[src/rtl/vz_pkg.sv]
// Shared types and constants for the VZ snapshot loader.
// Latency: n/a (types, constants and one pure header-check function).
// Backpressure: n/a.
package vz_pkg;

   typedef enum logic [2:0] {
      S_IDLE,
      S_HEADER,
      S_PAYLOAD,
      S_DRAIN,
      S_PATCH_LO,
      S_PATCH_HI,
      S_DONE,
      S_ERROR
   } vz_state_t;

   // "VZF" followed by a version byte of either "0" or "O"
   localparam logic [23:0] VZ_MAGIC   = 24'h565A46;
   localparam logic [7:0]  VZ_VER_0   = 8'h30;
   localparam logic [7:0]  VZ_VER_O   = 8'h4F;

   localparam logic [7:0]  TYPE_BASIC = 8'hF0;
   localparam logic [7:0]  TYPE_BIN   = 8'hF1;

   // Header byte offsets (bytes 4..20 hold the file name and are not checked)
   localparam int OFF_VER      = 3;
   localparam int OFF_TYPE     = 21;
   localparam int OFF_START_LO = 22;
   localparam int OFF_START_HI = 23;

   // True when byte b is acceptable at header offset off
   function automatic logic hdr_byte_ok(input logic [15:0] off, input logic [7:0] b);
      logic ok;
      ok = 1'b1;
      case (off)
         16'd0:           ok = (b == VZ_MAGIC[23:16]);
         16'd1:           ok = (b == VZ_MAGIC[15:8]);
         16'd2:           ok = (b == VZ_MAGIC[7:0]);
         16'(OFF_VER):    ok = (b == VZ_VER_0) || (b == VZ_VER_O);
         16'(OFF_TYPE):   ok = (b == TYPE_BASIC) || (b == TYPE_BIN);
         default:         ok = 1'b1;
      endcase
      return ok;
   endfunction

endpackage

[src/rtl/vz_byte_fifo.sv]
// Small synchronous FIFO with flush; head entry is visible on dout combinationally.
// Latency: a push into an empty FIFO appears on dout the following cycle.
// Backpressure: push while full is dropped unless a pop happens in the same cycle.
// Ports: clk_sys/reset (async, active-high), flush, push/din, pop/dout, full, empty, count.
module vz_byte_fifo #(
   parameter int DEPTH = 4,
   parameter int W     = 8
) (
   input  logic                     clk_sys,
   input  logic                     reset,
   input  logic                     flush,
   input  logic                     push,
   input  logic [W-1:0]             din,
   input  logic                     pop,
   output logic [W-1:0]             dout,
   output logic                     full,
   output logic                     empty,
   output logic [$clog2(DEPTH):0]   count
);

   localparam int PW = $clog2(DEPTH);

   logic [W-1:0]  mem [DEPTH];
   logic [PW-1:0] wr_ptr;
   logic [PW-1:0] rd_ptr;
   logic          do_push;
   logic          do_pop;

   assign full  = (count == (PW+1)'(DEPTH));
   assign empty = (count == '0);
   assign dout  = mem[rd_ptr];

   // Simultaneous push and pop while full is fine: the slot being read is the
   // one being overwritten, and the read value is consumed this cycle.
   assign do_pop  = pop && !empty && !flush;
   assign do_push = push && !flush && (!full || pop);

   always_ff @(posedge clk_sys or posedge reset) begin
      if (reset) begin
         wr_ptr <= '0;
         rd_ptr <= '0;
         count  <= '0;
      end else if (flush) begin
         wr_ptr <= '0;
         rd_ptr <= '0;
         count  <= '0;
      end else begin
         if (do_push) wr_ptr <= wr_ptr + PW'(1);
         if (do_pop)  rd_ptr <= rd_ptr + PW'(1);
         case ({do_push, do_pop})
            2'b10:   count <= count + (PW+1)'(1);
            2'b01:   count <= count - (PW+1)'(1);
            default: count <= count;
         endcase
      end
   end

   always_ff @(posedge clk_sys) begin
      if (do_push) mem[wr_ptr] <= din;
   end

endmodule

[src/rtl/vz_image_loader.sv]
// Parses a VZ snapshot from the ioctl download bus and writes its payload into system RAM.
// Latency: a payload byte reaches mem_* one cycle after its dn_wr strobe if the FIFO was empty.
// Backpressure: mem_ready low holds the head write; a push into a full FIFO with no pop is an error.
// Ports: dn_* download bus in; mem_addr/mem_wdata/mem_we/mem_ready RAM write port;
//        cpu_hold/busy/done/err status; img_type/exec_addr decoded header fields.
module vz_image_loader
   import vz_pkg::*;
#(
   parameter int          ADDR_W     = 16,
   parameter int          HDR_LEN    = 24,
   parameter logic [7:0]  IMG_INDEX  = 8'd1,
   parameter int          FIFO_DEPTH = 4,
   parameter logic [15:0] PTR_ADDR   = 16'h78F9
) (
   input  logic              clk_sys,
   input  logic              reset,
   input  logic              dn_download,
   input  logic [7:0]        dn_index,
   input  logic              dn_wr,
   input  logic [15:0]       dn_addr,
   input  logic [7:0]        dn_data,
   output logic [ADDR_W-1:0] mem_addr,
   output logic [7:0]        mem_wdata,
   output logic              mem_we,
   input  logic              mem_ready,
   output logic              cpu_hold,
   output logic              busy,
   output logic              done,
   output logic              err,
   output logic [7:0]        img_type,
   output logic [ADDR_W-1:0] exec_addr
);

   localparam int CNT_W = $clog2(FIFO_DEPTH) + 1;

   vz_state_t         state, state_nxt;
   logic              dl_q;
   logic              acc_dl, dl_rise, dl_fall, wr_acc, addr_ok;
   logic [16:0]       off;          // expected dn_addr; one spare bit so it cannot wrap
   logic [ADDR_W:0]   paddr;        // address of the next byte pushed; MSB flags overrun
   logic [ADDR_W-1:0] wr_addr;      // address of the FIFO head byte; end pointer after drain
   logic [7:0]        start_lo;
   logic [15:0]       start16;
   logic [15:0]       end16;

   logic              fifo_push, fifo_pop, fifo_flush;
   logic              fifo_full, fifo_empty;
   logic [7:0]        fifo_dout;
   logic [CNT_W-1:0]  fifo_count;

   logic              hdr_take, dl_start, err_set, fault;

   assign acc_dl  = dn_download && (dn_index == IMG_INDEX);
   assign dl_rise = acc_dl && !dl_q;
   assign dl_fall = dl_q && !dn_download;
   assign wr_acc  = dn_wr && acc_dl;
   assign addr_ok = ({1'b0, dn_addr} == off);
   assign start16 = {dn_data, start_lo};
   assign end16   = 16'(wr_addr);

   assign fifo_pop = ((state == S_PAYLOAD) || (state == S_DRAIN)) && !fifo_empty && mem_ready;

   assign cpu_hold = (state == S_HEADER) || (state == S_PAYLOAD) || (state == S_DRAIN) ||
                     (state == S_PATCH_LO) || (state == S_PATCH_HI);
   assign busy     = (state != S_IDLE);
   assign done     = (state == S_DONE);

   vz_byte_fifo #(
      .DEPTH (FIFO_DEPTH),
      .W     (8)
   ) u_fifo (
      .clk_sys (clk_sys),
      .reset   (reset),
      .flush   (fifo_flush),
      .push    (fifo_push),
      .din     (dn_data),
      .pop     (fifo_pop),
      .dout    (fifo_dout),
      .full    (fifo_full),
      .empty   (fifo_empty),
      .count   (fifo_count)
   );

   always_ff @(posedge clk_sys or posedge reset) begin
      if (reset) state <= S_IDLE;
      else       state <= state_nxt;
   end

   always_comb begin
      state_nxt  = state;
      fifo_push  = 1'b0;
      fifo_flush = 1'b0;
      hdr_take   = 1'b0;
      dl_start   = 1'b0;
      err_set    = 1'b0;
      fault      = 1'b0;
      mem_we     = 1'b0;
      mem_addr   = wr_addr;
      mem_wdata  = fifo_dout;

      case (state)
         S_PAYLOAD, S_DRAIN: mem_we = !fifo_empty;
         S_PATCH_LO: begin
            mem_we    = 1'b1;
            mem_addr  = ADDR_W'(PTR_ADDR);
            mem_wdata = end16[7:0];
         end
         S_PATCH_HI: begin
            mem_we    = 1'b1;
            mem_addr  = ADDR_W'(PTR_ADDR) + ADDR_W'(1);
            mem_wdata = end16[15:8];
         end
         default: ;
      endcase

      if (dl_rise) begin
         // A new accepted download always wins, whatever was in progress.
         state_nxt  = S_HEADER;
         fifo_flush = 1'b1;
         dl_start   = 1'b1;
      end else begin
         case (state)
            S_HEADER: begin
               if (dl_fall) begin
                  fault = 1'b1;
               end else if (wr_acc) begin
                  if (!addr_ok || !hdr_byte_ok(dn_addr, dn_data)) begin
                     fault = 1'b1;
                  end else begin
                     hdr_take = 1'b1;
                     if (dn_addr == 16'(HDR_LEN - 1)) state_nxt = S_PAYLOAD;
                  end
               end
            end
            S_PAYLOAD: begin
               if (wr_acc && (!addr_ok || paddr[ADDR_W] || (fifo_full && !fifo_pop))) begin
                  fault = 1'b1;
               end else begin
                  fifo_push = wr_acc;
                  if (dl_fall) state_nxt = S_DRAIN;
               end
            end
            S_DRAIN: begin
               if (fifo_count == '0)
                  state_nxt = (img_type == TYPE_BASIC) ? S_PATCH_LO : S_DONE;
            end
            S_PATCH_LO: if (mem_ready) state_nxt = S_PATCH_HI;
            S_PATCH_HI: if (mem_ready) state_nxt = S_DONE;
            S_DONE:     state_nxt = S_IDLE;
            S_ERROR:    if (!dn_download) state_nxt = S_IDLE;
            default:    state_nxt = state;
         endcase
      end

      if (fault) begin
         state_nxt  = S_ERROR;
         err_set    = 1'b1;
         fifo_flush = 1'b1;
      end
   end

   always_ff @(posedge clk_sys or posedge reset) begin
      if (reset) begin
         dl_q      <= 1'b0;
         err       <= 1'b0;
         off       <= '0;
         paddr     <= '0;
         wr_addr   <= '0;
         start_lo  <= '0;
         img_type  <= '0;
         exec_addr <= '0;
      end else begin
         dl_q <= acc_dl;
         if (dl_start) begin
            err <= 1'b0;
            off <= '0;
         end
         if (err_set) err <= 1'b1;
         if (hdr_take) begin
            off <= off + 17'd1;
            if (dn_addr == 16'(OFF_TYPE))     img_type <= dn_data;
            if (dn_addr == 16'(OFF_START_LO)) start_lo <= dn_data;
            if (dn_addr == 16'(OFF_START_HI)) begin
               exec_addr <= ADDR_W'(start16);
               wr_addr   <= ADDR_W'(start16);
               paddr     <= {1'b0, ADDR_W'(start16)};
            end
         end
         if (fifo_push) begin
            off   <= off + 17'd1;
            paddr <= paddr + (ADDR_W+1)'(1);
         end
         if (fifo_pop) wr_addr <= wr_addr + ADDR_W'(1);
      end
   end

endmodule

[config.mk]
export PLATFORM = sky130hd
export DESIGN_NAME = vz_image_loader
export DESIGN_NICKNAME = d
export VERILOG_FILES = /design/src/rtl/vz_pkg.sv /design/src/rtl/vz_byte_fifo.sv /design/src/rtl/vz_image_loader.sv
export SDC_FILE = /design/constraint.sdc
export NUM_CORES = 1
export LEC_CHECK = 0
export ABC_CLOCK_PERIOD_IN_PS = 3200
export BUFFER_PORTS_ARGS = -buffer_cell sky130_fd_sc_hd__buf_2
export CORE_UTILIZATION = 55
export DETAILED_ROUTE_END_ITERATION = 7
export PLACE_DENSITY_LB_ADDON = 0.1
export SLEW_MARGIN = 40
export SYNTH_ARGS = -nofsm -noshare
export SYNTH_HDL_FRONTEND = slang
export SYNTH_SLANG_ARGS = --single-unit
[constraint.sdc]
create_clock -name clk_sys -period 3.2 [get_ports clk_sys]
set_input_delay 0 -clock clk_sys [delete_from_list [all_inputs] [get_ports clk_sys]]
set_output_delay 0 -clock clk_sys [all_outputs]
set_load 0.02 [all_outputs]
# Yosys cells after proc, flatten, opt, wreduce, memory -nomap -nowiden
# Memories as Yosys holds them, arrays and structs flattened.
# Cells that the tools add are included.
# W data, S select, Z words.
# classes
mux,58
add_sub_neg,7
eq_ne,36
reduce_logical,52
# op_table
op,n
$mux W17,6
$eq A16 B5 Y1 const B,3
$mux W16,3
$mux W3,13
$add A17 B1 Y17 const B,2
$eq A16 B2 Y1 const B,2
$eq A8 B7 Y1 const B,4
$ne A4 B4 Y1 const B,8
$pmux W16 S2,1
$eq A8 B8 Y1 const B,3
$mux W1,24
$pmux W3 S7,1
$eq A16 B17 Y1,1
$add A16 B1 Y16 const B,1
$eq A16 B1 Y1 const B,1
$logic_not A16 Y1,1
$pmux W8 S2,1
$eq A3 B3 Y1 const B,5
$reduce_bool A2 Y1,7
$logic_and A1 B1 Y1,12
$logic_or A1 B1 Y1,11
$reduce_and A11 Y1,1
$mux W2,5
$reduce_and A2 Y1,5
other kinds (18),32
# totals
word_cells,166
n_memories,1
register_bits,94
ram_bits,32
# memory_table
name,words,width,rd,rd_clocked_by_memory_dff,write_ports,line_no,source
u_fifo.mem,4,8,1,0,1,vz_byte_fifo.sv:23,logic [W-1:0] mem [DEPTH];

# Depth between registers and ports, before layout
# Gate-level depths: netlist of run 1.
# logic_depth
ltp_word,21
depth_mapped,13

# Hierarchy
# A second synthesis of run 1 with hierarchy kept.
# unflattened
hier_cells,684
hier_area_um2,6860.3
# by_module_without_submodules
module,seq_area_each_um2,cells_per_inst,n_inst,area_per_inst_um2
vz_image_loader,2177.1,592,1,5201.2
vz_byte_fifo,1136.1,92,1,1659.1

# Worst setup path before layout of run 1
# No wires, ideal clock.
# synth_timing
path_type,register to register
startpoint,register state[2]
endpoint,register u_fifo.count[2]
path_buffers,1
path_slack_ns,0.274
setup_ns,0.076
stages_incl_launch_ff,14
arrival_ns,2.850
cell_sequence,dfrtp_1 -> buf_1 -> inv_1 -> ha_1 -> a211oi_1 -> a21oi_1 -> nor2_1 -> a21oi_1 -> o211ai_1 -> nand2b_1 -> nor2_1 -> fa_1 -> mux4_2 -> o21ai_1
# synth_via
elab_chain_cells,18
word_cells_on_any_way,28
cone_classes,5 x eq/ne; 9 x mux; 14 x reduce/logical
# synth_lines
item,line_no,source
start: declaration,vz_image_loader.sv:36,"vz_state_t state, state_nxt;"
start signal: assignment,vz_image_loader.sv:86,else state <= state_nxt;
"$eq A3 B2 Y1, on equally long branches","vz_image_loader.sv:61, vz_image_loader.sv:122",
$logic_or A1 B1 Y1,vz_image_loader.sv:61,assign fifo_pop = ((state == S_PAYLOAD) || (state == S_DRAIN)) && !fifo_empty && mem_ready;
$logic_and A1 B1 Y1 (2 in series),vz_image_loader.sv:61,
$logic_not A1 Y1,vz_image_loader.sv:136,if (wr_acc && (!addr_ok || paddr[ADDR_W] || (fifo_full && !fifo_pop))) begin
$logic_and A1 B1 Y1,vz_image_loader.sv:136,
$logic_or A1 B1 Y1,vz_image_loader.sv:136,
$logic_and A1 B1 Y1,vz_image_loader.sv:136,
$mux W1,vz_image_loader.sv:136,
$pmux W1 S2,vz_image_loader.sv:122,case (state)
$mux W1,vz_image_loader.sv:116,if (dl_rise) begin
$mux W1,vz_image_loader.sv:155,if (fault) begin
$logic_not A1 Y1,"vz_byte_fifo.sv:35, vz_byte_fifo.sv:36",
$logic_and A1 B1 Y1 (2 in series),vz_byte_fifo.sv:36,assign do_push = push && !flush && (!full || pop);
$eq A2 B1 Y1 or $eq A2 B2 Y1 (tied branches),vz_byte_fifo.sv:50,"case ({do_push, do_pop})"
$pmux W3 S2,vz_byte_fifo.sv:50,
$mux W3,vz_byte_fifo.sv:43,end else if (flush) begin
end signal: assignment,vz_byte_fifo.sv:51,2'b10: count <= count + (PW+1)'(1);
end signal: assignment,vz_byte_fifo.sv:52,2'b01: count <= count - (PW+1)'(1);
end signal: assignment,vz_byte_fifo.sv:53,default: count <= count;
end: declaration,vz_byte_fifo.sv:18,output logic [$clog2(DEPTH):0] count
# Several ways; a longest one is shown, not always the timed one.
# A chain may end at the register's enable or synchronous reset.

# Final worst setup path of run 1
# layout_timing
startpoint,register state[1]
endpoint,register u_fifo.count[2]
# The elaborated chain is that of the path after synthesis.

==> results of run 1 <==
[power breakdown]
group          switching (mW)  total, mW  leakage [nW]  internal, mW
Sequential            0.00648       1.66          1.57          1.66
Combinational           0.150      0.238          1.99        0.0877
Clock                   0.696       1.98         0.294          1.29
[worst max-delay path, cell delays in order (launching register included)]
cell	delay [ns]
dfrtp_1	0.59
ha_1	0.26
a211oi_1	0.08
a21oi_1	0.21
nand3_1	0.17
or4_1	0.47
nand2_1	0.13
nor2_1	0.06
fa_1	0.40
mux4_2	0.43
o21ai_1	0.12
[cell families after synthesis]
family / Yosys count / share of synthesized area [%]
compound gates: 137 / 13.5
xor+xnor: 20 / 2.60
fa+ha+maj: 11 / 2.16
buf+inv: 51 / 2.94
flops: 126 / 49.2
mux: 35 / 7.12
simple gates: 291 / 22.4
[timing repair]
| action | in CTS | in global routing |
|---|---|---|
| gates resized for setup | 0 | 6 |
| endpoints found under the setup margin | 0 | 1 |
| hold buffers | 10 | 0 |
| endpoints found under the hold margin | 73 | 0 |
[per-stage QoR]
step                total power, mW  area, µm²
finish                         3.88       8140
global route                   4.00       8140
CTS                            3.91       8110
detailed placement             1.92       7410
global placement               1.91       7410
floorplan                      1.82       6730
[layout make-up]
class / instances / area, µm²
fill: 930 / 3820
timing repair buffer: 117 / 681
inverter: 24 / 95.1
multi-input combinational: 494 / 3260
sequential: 126 / 3310
clock inverter: 14 / 175
clock buffer: 18 / 429
tap: 147 / 184
[worst max path at each step]
stage | from | to | depth (start not counted)
after floorplan | state[2] | u_fifo.count[2] | 13
final | state[1] | u_fifo.count[2] | 10
after global routing | dn_data[4] | u_fifo.count[2] | 12
after global placement | off[12] | u_fifo.count[2] | 9
after CTS | off[3] | u_fifo.count[2] | 9
after detailed placement | off[12] | u_fifo.count[2] | 9
[cell usage after synthesis, types with 4 or more instances]
library cell  instances  area [µm²]
a211oi_1              6        45.0
a21o_1               11        82.6
a21oi_1              33         165
and2_1               10        62.6
and3_1               15        93.8
buf_1                 5        18.8
buf_2                 4        20.0
clkbuf_1             17        63.8
dfrtp_1              94        2350
edfxtp_1             32         961
ha_1                 10         125
inv_1                23        86.3
mux2_2               13         146
mux2i_1              13         130
mux4_2                9         203
nand2_1             102         383
nand2b_1              6        37.5
nand3_1              28         140
nand3b_1              7        52.6
nand4_1               4        25.0
nand4b_1              4        35.0
nor2_1               39         146
nor2b_1               8        50.1
nor3_1               11        55.1
nor3b_1               4        30.0
nor4_1               11        68.8
o211ai_1              8        60.1
o21ai_0              27         135
o22ai_1              15        93.8
o31a_1                4        35.0
o31ai_1               4        30.0
or2_2                19         119
xor2_1               17         149
[metal layers]
metal | vias to the layer above | track usage (%) | wire, µm
li1 | 2658 | - | -
met1 | 2874 | 38.6 | 7670
met2 | 214 | 49.3 | 8890
met3 | 26 | 5.02 | 933
met4 | 0 | 10.3 | 269
met5 | - | 0 | 0
[flip-flops by register name (all words and copies together) (netlist names), 2 cells and up]
register / cells
u_fifo.wr_ptr: 2
u_fifo.rd_ptr: 2
paddr: 17
img_type: 8
exec_addr: 16
start_lo: 8
u_fifo.mem: 32
u_fifo.count: 3
off: 17
end16: 16
state: 3
==> flow_summary.yaml, run 1 <==
synthesis:
  synth_edf_count: 32
  netlist_area_um2: 6730
  yosysWarnings: 0
  syn_area_per_cell_um2: 10.0
  ys_types: 68
  synthCells: 671
  synth-seq-cells: 126
  ys_seq_area_share_pct: 49.2
  async_flop_share_pct: 74.6
  synthFlopType: "dfrtp_1"
  synth_nets: 719
timing:
  clock_skew_ns: 0.00573
  fin_setup_tns_ns: 0
  final_max_slew_viol_count: 0
  period_share_pct: 93.4
  relSlewSlack_pct: 59.1
  hold_viol_final: 0
  setup_viol: 0
  rsz0062_at_grt: "no"
  fin_worst_hold_slack_ns: 0.0504
  worst-slew-pin-transition_ns: 0.599
  finalWorstSetupSlack_ns: 0.210
  finalCriticalPeriod_ns: 2.99
  fmax_mhz: 334
final_layout:
  final_common_cell: "nand2_1"
  antenna_cells: 0
  stdcell_count: 940
  area_delta_synth_final_pct: 20.9
  final_cell_mix: "nand2_1, dfrtp_1, buf_2"
  fin_util_pct: 68.0
  layout-drive-gt1-share_pct: 24.7
  nets: 828
drt:
  wl_per_cell_um: 18.9
  drc: 0
  ant_nets: 0
  drt-pass1-iter-count: 5
  drt-vias-per-instance: 6.14
  vias: 5772
  drt-total-wl_um: 17800
  drt_iter0_markers: 391
worst_setup_path:
  path_class: "register to register"
  rr_startpoint: "state[1]"
  cp-start-kind: "register"
  end_kind: "register"
  r2r-end: "u_fifo.count[2]"
  reg2reg_slack_ns: 0.21
  reg2reg_depth: 10
  worst-path-max-fanout: 12
  worstPathRequired_ns: 3.55
  cp.arrival_ns: 3.34
clock_network:
  clockRootBuffer: "clkbuf_16"
  cts_tree: "done"
  clock_sinks: 126
  clk_latency_ns: 0.42
  clk_pin_slew_ns: 0.06
  cts-htree-levels: 4
  post_cts_buffers: 0
  clockBufferDepth: 2
  numCtsBuffers: 17
grt:
  antenna_found_initial: 0
  grt_pass1_vias: 5647
  grt_use_total_pct: 29.4
  grt_start_max_net_pins: 52
  grt_pass1_wl_um: 28600
  grt_overflow: 0
placed_design:
  dp.cells: 898
  dpl_worst_slack_ns: 0.185
  hpwl_um: 12500
  place.gp.congestion: 0.884
  io_buffers: 89
worst_hold_path:
  hp-start: "dn_data[1]"
  min_path_type: "primary input to register"
  min_to: "u_fifo.mem[2][1]"
  hold_depth: 2
die:
  die_area_um2: 12700
  die_h_um: 113
  core_region_area_um2: 12000
  die_width_um: 113
  io_pins: 90
  start_util_pct: 56.3
  rows: 40
power_and_ir_drop:
  ir_drop_uv: 368
  p_leak_nw: 3.86
  power.density_nw_per_um2: 477
outcome:
  outcome: "finished clean"
flow_run:
  drv_cap: 0
Note: power is estimated with default switching activity, not from simulation.
==> run 2: changes to the inputs <==
ABC_CLOCK_PERIOD_IN_PS = 3000   (was 3200)
clock period = 3 ns   (was 3.2 ns; I/O delays follow)
==> flow_summary.yaml, run 2 (synthesis gave the netlist of run 1 again) <==
outcome:
  outcome: "finished clean"
timing:
  finalWorstSetupSlack_ns: 0.242
  clock_skew_ns: 0.00777
  setup_viol: 0
  relSlewSlack_pct: 59.8
  fmax_mhz: 363
  hold_viol_final: 0
  worst-slew-pin-transition_ns: 0.602
  finalCriticalPeriod_ns: 2.76
  period_share_pct: 91.9
  final_max_slew_viol_count: 0
  fin_setup_tns_ns: 0
  rsz0062_at_grt: "no"
grt:
  top_usage_layer: "met2"
  grt_use_total_pct: 29.2
  grt_util_met2_pct: 46.5
  grt_pass1_wl_um: 28500
  grt_util_met3_pct: 6.05
  antenna_found_initial: 0
  grt_overflow: 0
  grt_start_max_net_pins: 60
  grt_pass1_vias: 5623
  gr-usage-met1_pct: 39.9
die:
  die_area_um2: 12700
  die_width_um: 113
  start_util_pct: 56.3
  die_h_um: 113
  core_region_area_um2: 12000
  io_pins: 90
  rows: 40
final_layout:
  final_area_um2: 8150
  area_delta_synth_final_pct: 21.0
  final_common_cell: "nand2_1"
  stdcell_count: 947
  seq_area_um2: 3320
  layout-drive-gt1-share_pct: 26.1
  final_cell_mix: "nand2_1, dfrtp_1, buf_2"
  antenna_cells: 0
  fill_cells: 924
  largest_reg_flops: 32
  regMostFlops: "u_fifo.mem"
  multi_input_area_um2: 3250
  largestRegisters: "u_fifo.mem (32), off (17), paddr (17)"
  nets: 835
placed_design:
  io_buffers: 89
  hpwl_um: 12500
  placed_area_um2: 7460
  dp.cells: 905
  dpl_worst_slack_ns: 0.162
  place.gp.congestion: 0.849
power_and_ir_drop:
  ir_drop_uv: 353
  power_mw: 3.99
  p_leak_nw: 3.86
  power.density_nw_per_um2: 490
clock_network:
  clockRootBuffer: "clkbuf_16"
  numCtsBuffers: 17
  clockBufferDepth: 2
  cts-htree-levels: 4
  clk_pin_slew_ns: 0.06
  clock_sinks: 126
  clk_latency_ns: 0.42
  cts_tree: "done"
  post_cts_buffers: 0
drt:
  drc: 0
  drt-pass1-iter-count: 5
  ant_nets: 0
  drt_iter0_markers: 372
  drt-total-wl_um: 17800
  wl_per_cell_um: 18.8
  vias: 5775
  drt-vias-per-instance: 6.10
worst_setup_path:
  end_kind: "register"
  cp.arrival_ns: 3.10
  worst-path-max-fanout: 5
  cp-start-kind: "register"
  worstPathRequired_ns: 3.34
  cp_top_family: "simple AND/OR/NAND/NOR gates"
  path_buf_inv: 1
  crit_chain: "inv_1 -> ha_1 -> a211oi_1 -> a21oi_1 -> nand3_1 -> or4_4 -> nand2_1 -> nor2_2 -> fa_2 -> mux4_2 -> o21ai_2"
  cpPeakStageDelay_ns: 0.46
  crit_slowest_cell: "or4_4"
  path_class: "register to register"
worst_hold_path:
  min_path_type: "primary input to register"
flow_run:
  drv_cap: 0
run 2: cell types whose count changed in the layout (fill, tap and decap cells not counted), sizes merged:
| cell | change |
|---|---|
| buf | +7 |
| inv | +1 |
| clkinvlp | +1 |
| bufinv | -3 |
| clkbuf | +4 |
| clkinv | -3 |
run 2: per-stage QoR:
| stage | hold WS [ns] | utilization (%) |
|---|---|---|
| 2_1_floorplan | 0.0989 | - |
| 3_3_place_gp | 0.255 | 62.4 |
| 3_5_place_dp | 0.0887 | 62.4 |
| 4_1_cts | 0.0581 | 67.9 |
| 5_1_grt | 0.0747 | 68.1 |
| 6_report | 0.0748 | 68.1 |
run 2: worst min-delay path: stages:
cell and delay (ns):
buf_2 0.15, buf_4 0.19, nand2_1 0.07, nand2_1 0.05
run 2: area by class of cell:
type / instances / area share, %
Sequential cell: 126 / 40.7
Multi-Input combinational cell: 494 / 39.9
Timing Repair Buffer: 124 / 9.00
Clock buffer: 22 / 5.82
Tap cell: 147 / 2.26
Inverter: 24 / 1.17
Clock inverter: 10 / 1.08
run 2: final timing paths:
path                               start         endpoint  slack, ns  depth (start not counted)
hold / removal                dn_data[3]    exec_addr[11]       0.07                          4
max in group asynchronous          reset      img_type[2]       2.13                          4
hold reg to reg            exec_addr[11]    exec_addr[11]       0.46                          2
min in group asynchronous          reset        paddr[12]       0.19                          3
setup reg to reg                state[2]  u_fifo.count[2]       0.24                         11
setup / recovery                state[2]  u_fifo.count[2]       0.24                         11
run 2: what timing repair did:
item	in CTS	in global routing
gates resized for setup	0	9
hold endpoints to repair	81	0
endpoints found under the setup margin	0	1
hold buffers	10	0
run 2: layer usage:
| metal | vias to the layer above | routed length [µm] |
|---|---|---|
| met5 | - | 0 |
| li1 | 2663 | - |
| met3 | 35 | 1100 |
| met4 | 0 | 392 |
| met1 | 2855 | 7850 |
| met2 | 222 | 8440 |
run 2: report_power, final:
group	internal [mW]	switching [mW]	total, mW	leakage, nW
clock	1.20	0.764	1.96	0.276
sequential	1.77	0.00521	1.77	1.57
combinational	0.0944	0.162	0.257	2.02
